## src/rtl/sub_shift_rows.sv

```systemverilog
// Iterative AES SubBytes + ShiftRows: LANES bytes per cycle through S-boxes,
// then the ShiftRows permutation is folded into the output register load.

module sub_shift_rows_sbox (
    input  logic [7:0] din,
    output logic [7:0] dout
);
    localparam logic [0:255][7:0] SBOX = {
        128'h637c777bf26b6fc53001672bfed7ab76,
        128'hca82c97dfa5947f0add4a2af9ca472c0,
        128'hb7fd9326363ff7cc34a5e5f171d83115,
        128'h04c723c31896059a071280e2eb27b275,
        128'h09832c1a1b6e5aa0523bd6b329e32f84,
        128'h53d100ed20fcb15b6acbbe394a4c58cf,
        128'hd0efaafb434d338545f9027f503c9fa8,
        128'h51a3408f929d38f5bcb6da2110fff3d2,
        128'hcd0c13ec5f974417c4a77e3d645d1973,
        128'h60814fdc222a908846eeb814de5e0bdb,
        128'he0323a0a4906245cc2d3ac629195e479,
        128'he7c8376d8dd54ea96c56f4ea657aae08,
        128'hba78252e1ca6b4c6e8dd741f4bbd8b8a,
        128'h703eb5664803f60e613557b986c11d9e,
        128'he1f8981169d98e949b1e87e9ce5528df,
        128'h8ca1890dbfe6426841992d0fb054bb16
    };

    assign dout = SBOX[din];
endmodule

module sub_shift_rows #(
    parameter int LANES = 4
) (
    input  logic                   clk,
    input  logic                   rst,
    input  logic                   in_valid,
    output logic                   in_ready,
    input  logic [0:3][0:3][7:0]   state_in,
    output logic                   out_valid,
    input  logic                   out_ready,
    output logic [0:3][0:3][7:0]   state_out
);
    localparam int N  = 16 / LANES;
    localparam int CW = (N > 1) ? $clog2(N) : 1;

    typedef enum logic [1:0] {IDLE, BUSY, DONE} fsm_t;

    fsm_t                    st;
    logic [CW-1:0]           cnt;
    logic [15:0][7:0]        work;      // linear byte index k = col*4 + row
    logic [15:0][7:0]        work_nxt;
    logic [3:0]              base;
    logic [LANES-1:0][7:0]   lane_out;

    // LANES=16 truncates to 0 here, but then cnt is always 0 as well
    assign base = 4'(LANES) * 4'(cnt);

    for (genvar g = 0; g < LANES; g++) begin : g_lane
        sub_shift_rows_sbox u_sbox (
            .din  (work[base + 4'(g)]),
            .dout (lane_out[g])
        );
    end

    always_comb begin
        work_nxt = work;
        for (int i = 0; i < LANES; i++)
            work_nxt[base + 4'(i)] = lane_out[i];
    end

    always_ff @(posedge clk or posedge rst) begin
        if (rst) begin
            st        <= IDLE;
            in_ready  <= 1'b1;
            out_valid <= 1'b0;
            state_out <= '0;
            work      <= '0;
            cnt       <= '0;
        end else begin
            case (st)
                IDLE: begin
                    if (in_valid) begin
                        for (int r = 0; r < 4; r++)
                            for (int c = 0; c < 4; c++)
                                work[4'(c * 4 + r)] <= state_in[2'(r)][2'(c)];
                        cnt      <= '0;
                        in_ready <= 1'b0;
                        st       <= BUSY;
                    end
                end
                BUSY: begin
                    work <= work_nxt;
                    cnt  <= cnt + CW'(1);
                    if (cnt == CW'(N - 1)) begin
                        // ShiftRows: row r rotates left by r
                        for (int r = 0; r < 4; r++)
                            for (int c = 0; c < 4; c++)
                                state_out[2'(r)][2'(c)] <= work_nxt[4'(((c + r) % 4) * 4 + r)];
                        out_valid <= 1'b1;
                        st        <= DONE;
                    end
                end
                DONE: begin
                    if (out_ready) begin
                        out_valid <= 1'b0;
                        in_ready  <= 1'b1;
                        st        <= IDLE;
                    end
                end
                default: st <= IDLE;
            endcase
        end
    end
endmodule

```

## config.mk

```make
export PLATFORM = sky130hd
export DESIGN_NAME = sub_shift_rows
export DESIGN_NICKNAME = d
export VERILOG_FILES = /design/src/rtl/sub_shift_rows.sv
export SDC_FILE = /design/constraint.sdc
export NUM_CORES = 1
export LEC_CHECK = 0
export ABC_AREA = 1
export CORE_AREA = 2 2 227 184
export DETAILED_ROUTE_END_ITERATION = 10
export DIE_AREA = 0 0 229 186
export MAX_ROUTING_LAYER = met4
export PLACE_DENSITY = 0.54
export SETUP_SLACK_MARGIN = 0.4
export SLEW_MARGIN = 20
export SYNTH_ARGS = -nofsm -noshare
export SYNTH_HDL_FRONTEND = slang
export SYNTH_SLANG_ARGS = --single-unit
```

## constraint.sdc

```tcl
create_clock -name clk -period 3.7 [get_ports clk]
set_input_delay 0.37 -clock clk [delete_from_list [all_inputs] [get_ports clk]]
set_output_delay 0.37 -clock clk [all_outputs]
set_load 0.005 [all_outputs]
```

-- After elaboration in Yosys (flattened, before gate mapping)
Memories as Yosys holds them, arrays and structs flattened.
Index checks and enable logic that the tools add are counted.
- bitwise gates (word level): 4
- add/subtract/negate cells: 4
- equality and inequality tests: 6
- reductions and logical operators: 13
- muxes and demuxes: 42
- magnitude comparators: 12
- operator list (kind ; count):
    128-bit bitwise mux ; 4
    8-bit 2-to-1 mux ; 16
    64-bit case mux with 2 select lines ; 1
    8-bit binary-select mux with 4-bit select ; 3
    8-bit demux with 4-bit select ; 3
    48-bit 2-to-1 mux ; 1
    9-bit >= comparator, second input constant ; 4
    8-bit inverter with 9-bit output ; 4
    4-bit by 5-bit less-than comparator with 1-bit output, second input constant ; 4
    8-bit binary-select mux with 2-bit select ; 1
    8-bit demux with 2-bit select ; 1
    4-bit by 1-bit >= comparator with 1-bit output, second input constant ; 4
    3-bit AND reduction ; 3
    4-bit by 2-bit adder with 4-bit output, second input constant ; 2
    2-bit 2-to-1 mux ; 4
    2-bit != test, second input constant ; 3
    2-bit case mux with 3 select lines ; 1
    2-bit nonzero test ; 3
    4-bit by 1-bit adder with 4-bit output, second input constant ; 1
    2-bit equality test, second input constant ; 2
    1-bit logical AND ; 4
    1-bit 2-to-1 mux ; 4
    1-bit case mux with 2 select lines ; 2
    2-bit case mux with 2 select lines ; 1
    other kinds (4) ; 5
- output and inout port bits: 130
- ROM bits: 8192
- input bits: 132
- memories kept: 4
- flip-flop bits (word level): 158
- memory list (memory ; depth ; bits a word ; read ports ; clocked after memory_dff ; wr ports ; line ; RTL):
    (name not given) ; 256 ; 8 ; 1 ; 0 ; 0 ; 27 ; assign dout = SBOX[din];
    (name not given) ; 256 ; 8 ; 1 ; 0 ; 0 ; 27 ;
    (name not given) ; 256 ; 8 ; 1 ; 0 ; 0 ; 27 ;
    (name not given) ; 256 ; 8 ; 1 ; 0 ; 0 ; 27 ;

-- Longest topological paths before layout
Gate-level depths: netlist of the first run.
- depth after elaboration: 11
- gate-level depth with buffers: 23

-- Hierarchy
A second synthesis of the first run with hierarchy kept.
- cells, all modules: 2041
- area total of the unflattened synthesis: 11383.4 µm²
- by module, submodules not included (module ; times used ; area an instance (µm²) ; cells an instance):
    sub_shift_rows_sbox ; 2 ; 2939.1 ; 639
    sub_shift_rows ; 1 ; 5505.3 ; 763

-- Least setup slack after synthesis of the first run
OpenSTA, ideal clock, no wires.
- path kind: flip-flop to flip-flop
- from: register cnt[0]
- to: register work[1] in the netlist's numbering
- library setup time: 116 ps
- clock period less this slack: 2680 ps
- arrival: 2564 ps
- stages on the path, launching flop included: 20
- slack: 1020 ps
- cells stage by stage: dfrtp_1 > inv_2 > buf_2 > nand2_1 > nand3_1 > nand2_2 > ha_1 > inv_1 > nand3_2 > buf_2 > nand3_1 > nand3_1 > nand3_1 > nand3_1 > nand3_1 > nand2_2 > nand2_1 > nand3_1 > nand2_1 > nand2_1
- cells in the longest elaborated chain, start to end: 11
- elaborated cells on any way between the ends: 52
- classes of those cells: add/sub: 3; order compare: 8; mux: 29; bitwise: 4; reduce/logical: 4; memory: 4
- RTL lines (item ; line ; RTL):
    from (decl) ; 48 ; logic [CW-1:0] cnt;
    from (signal assigned) ; 92 ; cnt <= cnt + CW'(1);
    4-bit by 1-bit adder with 4-bit output / 8-bit binary-select mux with 2-bit select (equally long branches) ; 59, 67 ;
    8-bit binary-select mux with 4-bit select / 8-bit 2-to-1 mux (equally long branches) ; 59 ; .din (work[base + 4'(g)]),
    8-bit 2-to-1 mux (implied by the code) / 8-bit inverter with 9-bit output (equally long branches) ; 59, 27 ;
    8-bit inverter with 9-bit output (implied by the code) / memory 256 x 8 bit (equally long branches) ; - ;
    memory 256 x 8 bit / 8-bit 2-to-1 mux (equally long branches) ; - ;
    8-bit 2-to-1 mux (implied by the code) ; 27 ;
    8-bit 2-to-1 mux (implied by the code) / 128-bit bitwise mux (equally long branches) ; 27, 67 ;
    128-bit bitwise mux (2 in series) ; 67 ; work_nxt[base + 4'(i)] = lane_out[i];
    128-bit bitwise mux * ; 67 ;
    64-bit case mux with 2 select lines * ; 79 ; case (st)
    to (signal, indexed assignment) ; 84 ; work[4'(c * 4 + r)] <= state_in[2'(r)][2'(c)];
    to (signal assigned) ; 91 ; work <= work_nxt;
    to (decl) ; 49 ; logic [15:0][7:0] work;
Every way passes the cells marked *; elsewhere a longest branch is shown, timed or not. The select of a mux whose other input is x is not followed.
A chain may end at the register's enable or synchronous reset.

-- Worst setup path in the final report of the first run
- from: register cnt[0]
- to: register work[3] in the netlist's numbering
The elaborated chain is that of the path after synthesis.

==> results.tsv, run 1 <==
metric	value	unit
outcome	complete, no violations	
htreeDepth	3	
tightest_slew	836.5	ps
insertion_delay	350	ps
arrival	3510	ps
final.setup_skew	9.874	ps
routed_wl	55.30	mm
ys_types	36	
yosys.area.top_type_share	0.2547	
die_w	229	um
critPathTopFamily	simple AND/OR/NAND/NOR gates	
synth_common_cells	716 x nand2_1, 611 x nand3_1, 129 x buf_4, 95 x nor2_1, 93 x dfrtp_1	
synth-compound-area-share	0.05752	
max_freq	306.1	MHz
io_pins	262	
crit_chain	buf_12 -> nand2_1 -> nand3_4 -> nand2_8 -> buf_6 -> nand2_2 -> nand3_1 -> nand3_1 -> nand3_1 -> nand3_1 -> nand3_1 -> nand2_2 -> nand2_1 -> nand3_1 -> nand2_1 -> nand2_1	
drive_above_1_share	0.09078	
critPathMostFrequentCell	nand3_1	
grt_max_degree	83	
start_util	0.2979	
grt_antenna_before_repair	1	
stdcell_count	2627	
synth_warnings	96	
utilization	0.3298	
synth_async_sr_flop_share	1.000	
synth_xor_area_frac	0	
yosysTopAreaCell	nand3_1	
netlist_area	0.01201	mm^2
port_buffers	61	
synth_edf_count	0	
grt-ovfl-total	0	
maxSlewHeadroom	0.4423	
die_y	186	um
ant_nets	0	
drtIter0Drc	2310	
yosys.area_share.simple	0.5511	
dp_hpwl	39.31	mm
seq_area_frac_synth	0.1960	
cp_data_required_time	3950	ps
grt_pass1_wl	83.31	mm
synthTopCellsByArea	nand3_1 25%, nand2_1 22%, dfrtp_1 19%	
design.core.area	0.04030	mm^2
cts_root_buffer	clkbuf_16	
die_area	0.04259	mm^2
post_cts_buffers	0	
hp-class	register to register	
clk_pin_slew_worst_paths	70	ps
final_nets	2241	
stdcell_area	0.01329	mm^2
rows	66	
drv_cap	0	
setup_tns	0	ps
area_growth_syn_to_layout	10.69	%
synthCells	2068	
synthAdderAreaFrac	0.03335	
grt_util_all_layers	0.2609	
hold_buffers	0	
globalplace.congestion	1.002	
criticalPathCategory	register to register	
muxShareOfSynthArea	0	
placed_area	0.01277	mm^2
cts_buffer_depth	2	
end_kind	register	
slowest_stage	dfrtp_2	
fin_crit_sh	0.8828	
drt_pre_antenna_iters	8	
finalMaxSlewViolations	0	
dpl.cell_count	2609	
period_minus_slack	3266	ps
synth_top_family_by_area	simple AND/OR/NAND/NOR gates	
cts_tree	done	
syn_area_per_cell	5.806	um^2
synth-seq-cells	94	
hold_violations	0	
critPathLaunchType	register	
vias	14430	
cts_buffers	9	
critical-path-max-stage-delay	470	ps
first_global_vias	13090	
drc_errors	0	
cp_num_buf_inv	2	
synth_ff_type	dfrtp_1	
wire_per_inst	21.05	um
rsz0062_at_grt	true	
vias_per_cell	5.493	
setup_viol	0	
crit_fanout	21	
yosysMostFrequentCell	nand2_1	
clock-sinks	94	
per-stage QoR:
step / worst slack, ps / hold slack (ps)
global placement: 10.66 / 458.0
CTS: 405.6 / 482.0
global route: 333.8 / 502.4
finish: 433.5 / 475.0
detailed placement: 113.8 / 464.4
floorplan: 883.0 / 448.8
path summary, 6_finish.rpt:
kind | start | endpoint | slack, ps | depth (start not counted)
worst max-delay path | cnt[0] | work[3] | 430 | 16
worst min-delay path | in_ready | in_ready | 480 | 2
worst max register to register | cnt[0] | work[3] | 430 | 16
worst min register to register | in_ready | in_ready | 480 | 2
max in group asynchronous | rst | work[99] | 2400 | 3
min in group asynchronous | rst | state_out[94] | 530 | 2
kinds of logic (layout without fill, tap and decap cells):
group                      after synthesis  in the layout
buffers and inverters                  336            247
and+or+nand+nor                       1491           1491
DFF                                     94             94
adders and majority gates               32             32
AOI/OAI and AO/OA                      114            114
other                                    1            105
flip-flops by register name, summed over array words and instances (netlist names):
signal	flops
work	64
state_out	24
cnt	2
st	2
in_ready	1
out_valid	1
cell usage in the layout, fill, tap and decap left out, types with 2 or more instances in the layout:
| cell | Yosys | routed |
|---|---|---|
| nand2_1 | 716 | 701 |
| nand3_1 | 611 | 601 |
| conb_1 | 1 | 104 |
| nor2_1 | 95 | 93 |
| dfrtp_1 | 93 | 92 |
| inv_1 | 91 | 89 |
| clkdlybuf4s50_1 | 0 | 61 |
| buf_4 | 129 | 54 |
| o21ai_0 | 47 | 47 |
| nand2_2 | 30 | 39 |
| a21oi_1 | 35 | 35 |
| ha_1 | 32 | 25 |
| nand3_2 | 7 | 14 |
| o211ai_1 | 14 | 14 |
| o21ai_1 | 12 | 12 |
| nand4_1 | 12 | 12 |
| inv_2 | 11 | 11 |
| nand2_4 | 6 | 11 |
| clkbuf_16 | 0 | 10 |
| buf_12 | 0 | 10 |
| ha_2 | 0 | 7 |
| or2_2 | 5 | 5 |
| nand3_4 | 2 | 5 |
| inv_6 | 0 | 3 |
| a32oi_4 | 3 | 3 |
| nand3b_1 | 2 | 2 |
| nor2_2 | 1 | 2 |
| bufinv_16 | 0 | 2 |
| clkinv_2 | 0 | 2 |
| buf_6 | 14 | 2 |
what timing repair did:
item,CTS,global route
hold endpoints to repair,0,0
gates resized for setup,12,32
endpoints found under the setup margin,54,84
cloned,0,1
pin swaps,0,0
worst reg2reg max path, stage by stage (launching register included):
cell     delay, ps
dfrtp_2        470
buf_12         190
nand2_1        180
nand3_4        260
nand2_8        270
buf_6          250
nand2_2        260
nand3_1        150
nand3_1        220
nand3_1        170
nand3_1        110
nand3_1        170
nand2_2        160
nand2_1        120
nand3_1         70
nand2_1         80
nand2_1         40
per-layer routing:
metal | global-route usage | share of wire | wire (um)
met1 | 0.3858 | 0.47 | 25820
met2 | 0.3543 | 0.40 | 22240
met3 | 0.05009 | 0.11 | 5856
met4 | 0.07117 | 0.025 | 1379
met5 | - | 0 | 0
final cells by class:
type / count / area [um^2]
fill: 4554 / 27010
multi-input combinational: 1741 / 8274
sequential: 94 / 2355
timing repair buffer: 128 / 1264
tap: 544 / 680.7
inverter: 103 / 394.1
clock buffer: 9 / 225.2
clock inverter: 7 / 95.09
antenna: 1 / 2.502
Power of run 1 is left out: the tool's default activity adds up to more than one toggle a clock period on the data nets, which glitch-free logic cannot reach.
==> inputs of run 2 (changes only) <==
- CTS_BUF_LIST: unset -> sky130_fd_sc_hd__clkbuf_4
==> run 2 against run 1 <==
Net effect:
- critical path depth is the same
- clock skew grew 13 ps
- die area is the same
- first-iteration DRC count shrank 0.13%
- utilization shrank 0.25 points
- sequential cell count is the same
- setup slack gained 81 ps
- sequential share of layout area grew 0.13 points
- final area shrank 0.75%
- worst hold slack lost 110 ps
==> results.tsv, run 2 (synthesis results as in run 1) <==
metric	value	unit	change
critPathLaunchType	register		
tightest_slew	846.4	ps	+9.828 ps
grt_util_all_layers	0.2607		about the same
rr_worst_depth	16		unchanged
globalplace.congestion	1.002		unchanged
r2r_slack	510	ps	+80 ps
cts_root_buffer	clkbuf_4		
drv_cap	0		unchanged
crit_fanout	42		+100%
fin_crit_sh	0.8609		-0.02197
drive_above_1_share	0.09544		+0.004666
grt_pass1_wl	83.17	mm	-0.17%
final_cell_mix	699 x nand2_1, 598 x nand3_1, 104 x conb_1, 92 x dfrtp_1, 91 x nor2_1		
rows	66		unchanged
clk_pin_slew_worst_paths	150	ps	+80 ps
die_y	186	um	unchanged
port_buffers	61		unchanged
hold_violations	0		unchanged
io_pins	262		unchanged
area_growth_syn_to_layout	9.859	%	
layout_commonest_cell	nand2_1		
grt_max_degree	83		unchanged
maxSlewHeadroom	0.4358		-0.006552
rsz0062_at_grt	true		
max_freq	314.0	MHz	+2.6%
cp_data_required_time	4090	ps	+140 ps
pre_cts_ws	113.8	ps	unchanged
period_minus_slack	3185	ps	-81.28 ps
final.setup_skew	22.73	ps	+12.86 ps
die_area	0.04259	mm^2	unchanged
start_util	0.2979		unchanged
placed_area	0.01277	mm^2	unchanged
setup_tns	0	ps	unchanged
top_register	work		
grt-ovfl-total	0		unchanged
top_regs	work (64), state_out (24)		
startpoint	cnt[0]		
final_nets	2244		+0.13%
hold_buffers	0		unchanged
dp_hpwl	39.31	mm	unchanged
setup_viol	0		unchanged
clock-sinks	94		unchanged
criticalPathCategory	register to register		
design.core.area	0.04030	mm^2	unchanged
crit_end	work[47]		
fin_ws	514.8	ps	+81.28 ps
insertion_delay	500	ps	+150 ps
drc_errors	0		unchanged
first_global_vias	13090		-0.038%
drt_pre_antenna_iters	8		unchanged
routed_wl	55.29	mm	about the same
ant_nets	0		unchanged
wire_per_inst	21.02	um	-0.14%
die_w	229	um	unchanged
cts_buffers	9		unchanged
vias	14440		+0.10%
hp-class	input pin to asynchronous set/reset pin		
regToRegStartpoint	cnt[0]		
outcome	complete, no violations		
cts_buffer_depth	2		unchanged
finalMaxSlewViolations	0		unchanged
htreeDepth	3		unchanged
timing.rr.end	work[47]		
cts_tree	done		
grt_antenna_before_repair	1		unchanged
arrival	3580	ps	+70 ps
vias_per_cell	5.492		about the same
end_kind	register		
drtIter0Drc	2307		-0.13%
stdcell_area	0.01319	mm^2	-0.75%
largest_reg_flops	64		unchanged
[run 2: cell count changes in the layout (fill, tap and decap cells not counted), sizes merged]
| cell | previous run | this run |
|---|---|---|
| buf | 66 | 70 |
| clkbuf | 10 | 9 |
[run 2: repair_timing]
item                                    in CTS  in global routing
setup buffers                                0                  4
gates resized for setup                     12                 41
endpoints found under the setup margin      57                 84
pin swaps                                    0                  3
[run 2: how the worst min path moves through the flow]
stage / cells past startpoint / end / startpoint
after floorplan: 2 / work[109] / work[109]
after global placement: 2 / in_ready / in_ready
after detailed placement: 2 / state_out[123] / state_out[123]
after CTS: 2 / state_out[94] / rst
after global routing: 3 / work[9] / state_in[89]
final: 2 / state_out[94] / rst
[run 2: cell type report]
cell class | instances | area, um^2
diodes | 1 | 2.502
clock buffers | 9 | 67.56
clock inverters | 7 | 95.09
fillers | 4579 | 27110
inverters | 103 | 394.1
multi-input cells | 1741 | 8314
flip-flops and latches | 94 | 2355
well taps | 544 | 680.7
repair buffers | 131 | 1281
[run 2: worst max-delay path: stages (launching register included)]
cell and delay (ps):
dfrtp_2 480, buf_12 190, nand2_1 180, nand3_2 250, nand2_2 210, buf_4 250, nand2_2 220, nand3_1 310
nand3_1 160, nand3_1 100, nand3_1 70, nand3_1 140, nand2_2 180, nand2_1 140, nand3_1 70, nand2_1 80
nand2_1 50
[run 2: per-layer routing]
| metal | GRT usage | up-vias | wire, um |
|---|---|---|---|
| met5 | - | - | 0 |
| met4 | 0.06883 | 0 | 1379 |
| met3 | 0.05392 | 99 | 6184 |
| met2 | 0.3545 | 938 | 22290 |
| met1 | 0.3835 | 6780 | 25440 |
| li1 | - | 6627 | - |
[run 2: metrics by stage]
stage               utilization  hold slack [ps]  std cells
floorplan                     -            448.8       2171
global placement         0.3169            458.0       2609
detailed placement       0.3169            464.4       2609
CTS                      0.3222            408.4       2625
global route             0.3273            427.0       2630
finish                   0.3273            365.6       2630
Power of run 2 is left out for the same reason.
